`src/rtl/rnn_pkg.sv`:
```
// rnn_pkg: shared register map, status semantics and master state encoding for the RNN sequencer
package rnn_pkg;

   localparam logic [2:0] ADDR_START   = 3'd0;
   localparam logic [2:0] ADDR_INPUT   = 3'd1;
   localparam logic [2:0] ADDR_W       = 3'd2;
   localparam logic [2:0] ADDR_U       = 3'd3;
   localparam logic [2:0] ADDR_RB      = 3'd4;
   localparam logic [2:0] ADDR_DENSE_W = 3'd5;
   localparam logic [2:0] ADDR_DENSE_B = 3'd6;
   localparam logic [2:0] ADDR_RESULT  = 3'd7;

   // reading addr 0 returns the dense VALID flag in bit 0; reading addr 1 returns the cell LOAD (idle) flag in bit 0
   localparam logic [2:0] STAT_VALID = ADDR_START;
   localparam logic [2:0] STAT_LOAD  = ADDR_INPUT;

   typedef enum logic [2:0] {
      S_IDLE,
      S_LOAD_EMB,
      S_START,
      S_POLL_LOAD,
      S_DENSE,
      S_POLL_VALID,
      S_READ_RES,
      S_OUT
   } state_e;

   function automatic logic [31:0] wr_word(input logic [7:0] row, input logic [7:0] idx, input logic [15:0] val);
      return {row, idx, val};
   endfunction

endpackage

```
`src/rtl/rnn_poll_timer.sv`:
```
// rnn_poll_timer: counts poll reads and flags the read that exhausts the poll budget
module rnn_poll_timer #(
   parameter int POLL_MAX = 1024
) (
   input  logic clk,
   input  logic rst_n,
   input  logic clr_i,
   input  logic en_i,
   output logic timeout_o
);

   localparam int CW = $clog2(POLL_MAX + 1);

   logic [CW-1:0] cnt_q, cnt_d;

   // a clear wins over counting, so a completing read never advances the count
   always_comb cnt_d = clr_i ? '0 : en_i ? cnt_q + CW'(1) : cnt_q;

   // poll read counter
   always_ff @(posedge clk or negedge rst_n)
      if (!rst_n) cnt_q <= '0;
      else        cnt_q <= cnt_d;

   assign timeout_o = en_i && !clr_i && (cnt_q == CW'(POLL_MAX - 1));

endmodule

```
`src/rtl/rnn_seq_master.sv`:
```
// rnn_seq_master: streams embedding words into the RNN accelerator and returns the dense result
import rnn_pkg::*;

module rnn_seq_master #(
   parameter int EMB_LEN  = 4,
   parameter int POLL_MAX = 1024
) (
   input  logic        clk,
   input  logic        rst_n,
   input  logic        in_valid,
   output logic        in_ready,
   input  logic [15:0] in_data,
   input  logic        in_last,
   output logic        m_read,
   output logic        m_write,
   output logic [2:0]  m_addr,
   output logic [31:0] m_writedata,
   input  logic [31:0] m_readdata,
   output logic        res_valid,
   input  logic        res_ready,
   output logic [15:0] res_data,
   output logic        busy,
   output logic        err
);

   localparam logic [7:0] IDX_LAST = 8'(EMB_LEN - 1);

   state_e      state_q, state_d;
   logic [7:0]  idx_q, idx_d;
   logic        last_q, last_d;
   logic        err_q, err_d;
   logic        res_valid_q, res_valid_d;
   logic [15:0] res_data_q, res_data_d;
   logic        poll_en, poll_clr, timeout;
   logic        unused_rd;

   assign unused_rd = ^m_readdata[31:16];
   assign poll_en   = (state_q == S_POLL_LOAD) || (state_q == S_POLL_VALID);
   assign poll_clr  = !poll_en || m_readdata[0];

   rnn_poll_timer #(.POLL_MAX(POLL_MAX)) u_timer (
      .clk      (clk),
      .rst_n    (rst_n),
      .clr_i    (poll_clr),
      .en_i     (poll_en),
      .timeout_o(timeout)
   );

   // next state and bus strobes; strobes are combinational so each write lands in the cycle it is decided
   always_comb begin
      state_d     = state_q;
      idx_d       = idx_q;
      last_d      = last_q;
      err_d       = err_q;
      res_valid_d = res_valid_q;
      res_data_d  = res_data_q;
      in_ready    = 1'b0;
      m_read      = 1'b0;
      m_write     = 1'b0;
      m_addr      = 3'd0;
      m_writedata = 32'd0;
      case (state_q)
         S_IDLE: state_d = in_valid ? S_LOAD_EMB : S_IDLE;
         S_LOAD_EMB: begin
            in_ready = 1'b1;
            if (in_valid) begin
               m_write     = 1'b1;
               m_addr      = ADDR_INPUT;
               m_writedata = wr_word(8'h00, idx_q, in_data);
               last_d      = last_q | in_last;
               idx_d       = (idx_q == IDX_LAST) ? 8'd0 : idx_q + 8'd1;
               state_d     = (idx_q == IDX_LAST) ? S_START : S_LOAD_EMB;
            end
         end
         S_START: begin
            m_write = 1'b1;
            m_addr  = ADDR_START;
            state_d = S_POLL_LOAD;
         end
         S_POLL_LOAD: begin
            m_read = 1'b1;
            m_addr = STAT_LOAD;
            if (m_readdata[0]) state_d = last_q ? S_DENSE : S_LOAD_EMB;
            else if (timeout) begin
               err_d   = 1'b1;
               idx_d   = 8'd0;
               last_d  = 1'b0;
               state_d = S_IDLE;
            end
         end
         S_DENSE: begin
            m_write = 1'b1;
            m_addr  = ADDR_RESULT;
            last_d  = 1'b0;
            state_d = S_POLL_VALID;
         end
         S_POLL_VALID: begin
            m_read = 1'b1;
            m_addr = STAT_VALID;
            if (m_readdata[0]) state_d = S_READ_RES;
            else if (timeout) begin
               err_d   = 1'b1;
               idx_d   = 8'd0;
               last_d  = 1'b0;
               state_d = S_IDLE;
            end
         end
         S_READ_RES: begin
            m_read      = 1'b1;
            m_addr      = ADDR_RESULT;
            res_data_d  = m_readdata[15:0];
            res_valid_d = 1'b1;
            state_d     = S_OUT;
         end
         S_OUT: begin
            res_valid_d = res_ready ? 1'b0 : 1'b1;
            state_d     = res_ready ? S_IDLE : S_OUT;
         end
         default: state_d = S_IDLE;
      endcase
   end

   // sequencer state; reset aborts immediately without touching the accelerator
   always_ff @(posedge clk or negedge rst_n)
      if (!rst_n) begin
         state_q     <= S_IDLE;
         idx_q       <= 8'd0;
         last_q      <= 1'b0;
         err_q       <= 1'b0;
         res_valid_q <= 1'b0;
         res_data_q  <= 16'd0;
      end else begin
         state_q     <= state_d;
         idx_q       <= idx_d;
         last_q      <= last_d;
         err_q       <= err_d;
         res_valid_q <= res_valid_d;
         res_data_q  <= res_data_d;
      end

   assign res_valid = res_valid_q;
   assign res_data  = res_data_q;
   assign err       = err_q;
   assign busy      = state_q != S_IDLE;

endmodule
```
`config.mk`:
```
export PLATFORM = sky130hd
export DESIGN_NAME = rnn_seq_master
export DESIGN_NICKNAME = d
export VERILOG_FILES = /design/src/rtl/rnn_pkg.sv /design/src/rtl/rnn_poll_timer.sv /design/src/rtl/rnn_seq_master.sv
export SDC_FILE = /design/constraint.sdc
export NUM_CORES = 1
export LEC_CHECK = 0
export BUFFER_PORTS_ARGS = -buffer_cell sky130_fd_sc_hd__buf_2
export CELL_PAD_IN_SITES_DETAIL_PLACEMENT = 2
export CELL_PAD_IN_SITES_GLOBAL_PLACEMENT = 2
export CORE_ASPECT_RATIO = 1.2
export CORE_MARGIN = 3
export CORE_UTILIZATION = 26
export CTS_CLUSTER_SIZE = 30
export DETAILED_ROUTE_END_ITERATION = 8
export HOLD_SLACK_MARGIN = 0.02
export PLACE_DENSITY_LB_ADDON = 0.15
export SLEW_MARGIN = 20
export SYNTH_ARGS = -nofsm -noshare
export SYNTH_HDL_FRONTEND = slang
export SYNTH_HIERARCHICAL = 1
export SYNTH_SLANG_ARGS = --single-unit
```
`constraint.sdc`:
```
create_clock -name clk -period 3.3 [get_ports clk]
set_input_delay 0 -clock clk [delete_from_list [all_inputs] [get_ports clk]]
set_output_delay 0 -clock clk [all_outputs]
set_load 0.01 [all_outputs]
```
# == After elaboration in Yosys (flattened, before gate mapping) ==
# Index checks and enable logic that the tools add are counted.
# classes
addsub,2
n_mul,0
n_div,0
order_cmp,0
eq_ne,12
shift,0
muxes,29
bitwise_logic,2
reduce_logical,19
# op_table
cell,count
$mux 24,2
$mux 8,4
$pmux 3 s8,1
$mux 11,2
$mux 3,6
$pmux 8 s2,1
$eq 3x3->1 const B,4
$add 11x1->11 const B,1
$eq 11x10->1 const B,1
$pmux 3 s3,1
$add 8x1->8 const B,1
$eq 8x2->1 const B,1
$mux 1,8
$reduce_and 4->1,2
$eq 3x2->1 const B,2
$reduce_bool 2->1,3
$reduce_bool 3->1,2
$reduce_or 2->1,3
$ne 2x2->1 const B,2
$pmux 1 s2,2
$eq 3x1->1 const B,1
$logic_not 3->1,1
$pmux 1 s3,1
$reduce_and 3->1,1
8 further kinds,11
# word_totals
register_bits,41
latch_bits,0
mem_bits_rw,0
mem_bits_ro,0
output_inout_bits,57
n_memories,0

# == Longest topological paths before layout ==
# depth
word_depth,10
mapped_depth,11
ltp_nobuf,10

# == By module ==
# Netlist, hierarchy kept.
# by_module_without_submodules
module,instances,cells_each,area_per_inst_um2,seq_area_each_um2
rnn_seq_master,1,165,1684.1,750.7
rnn_poll_timer,1,54,546.8,275.3

# == Worst setup path after synthesis ==
# Ideal clock, no wire load.
# synth_timing
path_type,register to register
startpoint,register state_q[2]
endpoint,register idx_q[5]
arrival_time_ps,2714
t_required_ps,3176
setup_slack_ps,462
path_stages_with_launch,11
path_buffers,1
cell_sequence,dfrtp_1 clkbuf_8 xor2_2 nand2_1 inv_1 nand4_2 or4_4 nor3_1 nor2b_1 a31oi_1 a211o_1
# synth_between
elab_chain_len,9
# synth_rtl
element,line,rtl
start: declaration,rnn_seq_master.sv:28,"state_e state_q, state_d;"
start signal: assignment,rnn_seq_master.sv:133,state_q <= state_d;
$eq 3x2->1 / $eq 3x3->1 (equally long branches),rnn_seq_master.sv:38,assign poll_en = (state_q == S_POLL_LOAD) || (state_q == S_POLL_VALID);
$logic_or 1x1->1 *,rnn_seq_master.sv:38,
net poll_en,rnn_seq_master.sv:34,"logic poll_en, poll_clr, timeout;"
$logic_not 1->1,rnn_seq_master.sv:39,assign poll_clr = !poll_en || m_readdata[0];
$logic_or 1x1->1,rnn_seq_master.sv:39,
$logic_not 1->1,rnn_poll_timer.sv:24,assign timeout_o = en_i && !clr_i && (cnt_q == CW'(POLL_MAX - 1));
$logic_and 1x1->1 * (2 in a row),rnn_poll_timer.sv:24,
net timeout,rnn_seq_master.sv:34,
$ne 2x1->1 (no source line) *,--,
$reduce_and 4->1 (no source line) *,--,
end signal: assignment,rnn_seq_master.sv:134,idx_q <= idx_d;
end: declaration,rnn_seq_master.sv:29,"logic [7:0] idx_q, idx_d;"
# The timed path passes the listed nets; every way through them passes the cells marked *.
# A chain may end at the register's enable or synchronous reset.

# == Worst setup path after layout ==
# layout_timing
startpoint,register state_q[1]
endpoint,register idx_q[5]
# The elaborated chain is that of the path after synthesis.

==> flow_summary.json <==
{
  "slew-limit-headroom_pct": 36.1,
  "netlist-cell-type-count": 54,
  "insertion_delay_ns": 0.30,
  "die_width_um": 90.6,
  "antenna_found_initial": 0,
  "via_count": 2046,
  "final.period_utilization_pct": 78.9,
  "vdd_drop_max_mv": 0.323,
  "cts.sinks": 41,
  "route.antenna.remaining_nets": 0,
  "synth.area.top_cells": "dfrtp_1 46%, mux2_2 8.6%, and2_1 6.7%",
  "hold_path_class": "input pin to flip-flop",
  "n_antenna_cell": 0,
  "cts_made_buffers": 5,
  "drt_iter0_drc": 27,
  "worstPathCellList": "xor2_2, nand2_1, inv_1, nand4_2, or4_4, nor3_1, nor2b_1, a31oi_1, a211o_1",
  "n_fill_cell": 944,
  "num_rows": 36,
  "tritoncts": "built",
  "remaining_drc_errors": 0,
  "synth_top_cell_by_area": "dfrtp_1",
  "yosys_warnings": 6,
  "yosysSeqAreaShare_pct": 46.0,
  "period_needed_ns": 2.60,
  "dp_slack_ns": 0.672,
  "totalWireLength_mm": 6.69,
  "setup_viol": 0,
  "final_common_cell": "buf_2",
  "tightest_slew_ns": 0.959,
  "cts_root_buf": "clkbuf_8",
  "multi_input_area_sq_um": 1090,
  "cts_resized": 0,
  "layout.cells.most_common_list": "85 x buf_2, 41 x dfrtp_1, 24 x and2_1",
  "wire_per_inst_um": 15.2,
  "async_flop_share_pct": 100,
  "grt_first_pass_wirelength_mm": 11.2,
  "setup_ws_ns": 0.697,
  "area_growth_pct": 37.8,
  "cts_max_level": 2,
  "p_total_w": 0.00222,
  "crit_family": "simple AND/OR/NAND/NOR gates",
  "cp.required_ns": 3.49,
  "synth-edff-count": 0,
  "slowest_delay_ns": 0.45,
  "power.density_nw_per_um2": 723,
  "critical_path_class": "flip-flop to flip-flop",
  "dr.pass1.iters": 4,
  "totalNegativeSetupSlack_ns": 0,
  "core_sq_um": 8240,
  "holdBufCountCts": 18,
  "synth_top_area_share_pct": 46.0,
  "synth-main-ff-cell": "dfrtp_1",
  "die-area_sq_um": 9730,
  "grt_max_degree": 42,
  "endpoint_kind": "flip-flop",
  "synth_cells": 219,
  "stdcell_count": 441,
  "outcome": "finished, final reports clean",
  "p_leak_nw": 1.51,
  "cp-start-kind": "flip-flop",
  "path_max_fanout": 8,
  "chipHeight_um": 107,
  "io_buffers": 85,
  "dp_cells": 415,
  "grt_pass1_vias": 2244,
  "synth_seq_cells": 41,
  "drt-vias-per-instance": 4.64,
  "place_congestion": 0.790,
  "clkSlewWorstSetupHoldPaths_ns": 0.09,
  "drive_above_1_share_pct": 38.8,
  "crit_buf_inv": 1,
  "hold_viol_final": 0,
  "start_util_pct": 27.1,
  "slew_viol_final": 0,
  "dp_hpwl_mm": 4.68,
  "clock_path_buffers": 2,
  "grt_setup_unrepaired": "false",
  "critical_path_arrival_ns": 2.79,
  "synthesis.area_sq_um": 2230,
  "final-seq-area_sq_um": 1030,
  "track_usage_pct": 14.2,
  "num-nets-final": 381,
  "post_cts_buffers": 0,
  "crit_slowest_cell": "or4_4",
  "grt_overflow_total": 0,
  "syn_avg_cell_area_sq_um": 10.2,
  "io_pins": 110,
  "fmax_ghz": 0.384,
  "skew_ns": 0.0111,
  "maxCapViolCount": 0
}
-- registers in the layout, indices dropped and copies added (netlist names) --
| signal | flops |
|---|---|
| u_timer/cnt_q | 11 |
| state_q | 3 |
| res_valid | 1 |
| res_data | 16 |
| last_q | 1 |
| idx_q | 8 |
| err | 1 |
-- area by class of cell --
class	count	share of cell area [%]
Clock buffer	6	2.69
Clock inverter	2	1.22
Inverter	7	0.855
Multi-Input combinational cell	159	35.3
Sequential cell	41	33.4
Tap cell	114	4.64
Timing Repair Buffer	112	21.9
-- path summary, 6_finish.rpt --
path                                          to     startpoint  slack (ns)  depth (start not counted)
min in group asynchronous               idx_q[2]          rst_n        0.40                          2
worst min register to register               err            err        0.50                          1
max in group asynchronous       u_timer/cnt_q[3]          rst_n        2.29                          2
worst min-delay path                 res_data[0]  m_readdata[0]        0.09                          2
worst max-delay path                    idx_q[5]     state_q[1]        0.70                          9
worst max register to register          idx_q[5]     state_q[1]        0.70                          9
-- per-stage QoR --
stage               hold slack [ns]  util (%)  instance area [sq um]
floorplan                    -0.296         -                   2260
global placement              0.231      33.7                   2770
detailed placement            0.219      33.7                   2770
CTS                          0.0923      37.3                   3070
global route                  0.111      37.3                   3070
finish                       0.0869      37.3                   3070
-- power by group --
group,internal [W],total (W),switching [W]
clock,0.000246,0.000435,0.000189
sequential,0.000659,0.000758,0.0000995
combinational,0.000471,0.00103,0.000558
total,0.00138,0.00222,0.000847
-- per-layer routing --
metal / GRT usage, % / wire (um) / vias to the layer above
met5: 0 / 0 / -
met4: 4.27 / 80 / 0
met3: 3.85 / 431 / 7
met2: 26.3 / 3400 / 69
met1: 15.9 / 2780 / 1003
li1: - / - / 967
-- cells in the mapped netlist, types with 2 or more instances --
cell type   n
xnor2_1     3
o21bai_1    2
or3_1       3
nor3_1      3
and3_1      3
mux2_2     17
nand2_1    11
nor2b_1     2
nor4_1      2
clkbuf_1    5
a211o_1     3
a21oi_1    12
o21ai_0    11
ha_1        2
and2_1     24
o31ai_1     3
nand3_1     2
nor2_1     11
nand4_1     4
dfrtp_1    41
nand2b_1    3
or4_1       3
o21ai_1     2
inv_1       7
buf_4       9
buf_2       3
-- kinds of logic after synthesis --
kind of cell	share of synthesized area (%)
xor+xnor	2.30
fa+ha+maj	1.12
flops	46.0
other cells	0.168
buf+inv	6.51
mux	10.2
simple gates	21.4
compound gates	12.3
No activity file was read; power rests on OpenSTA's default activity.
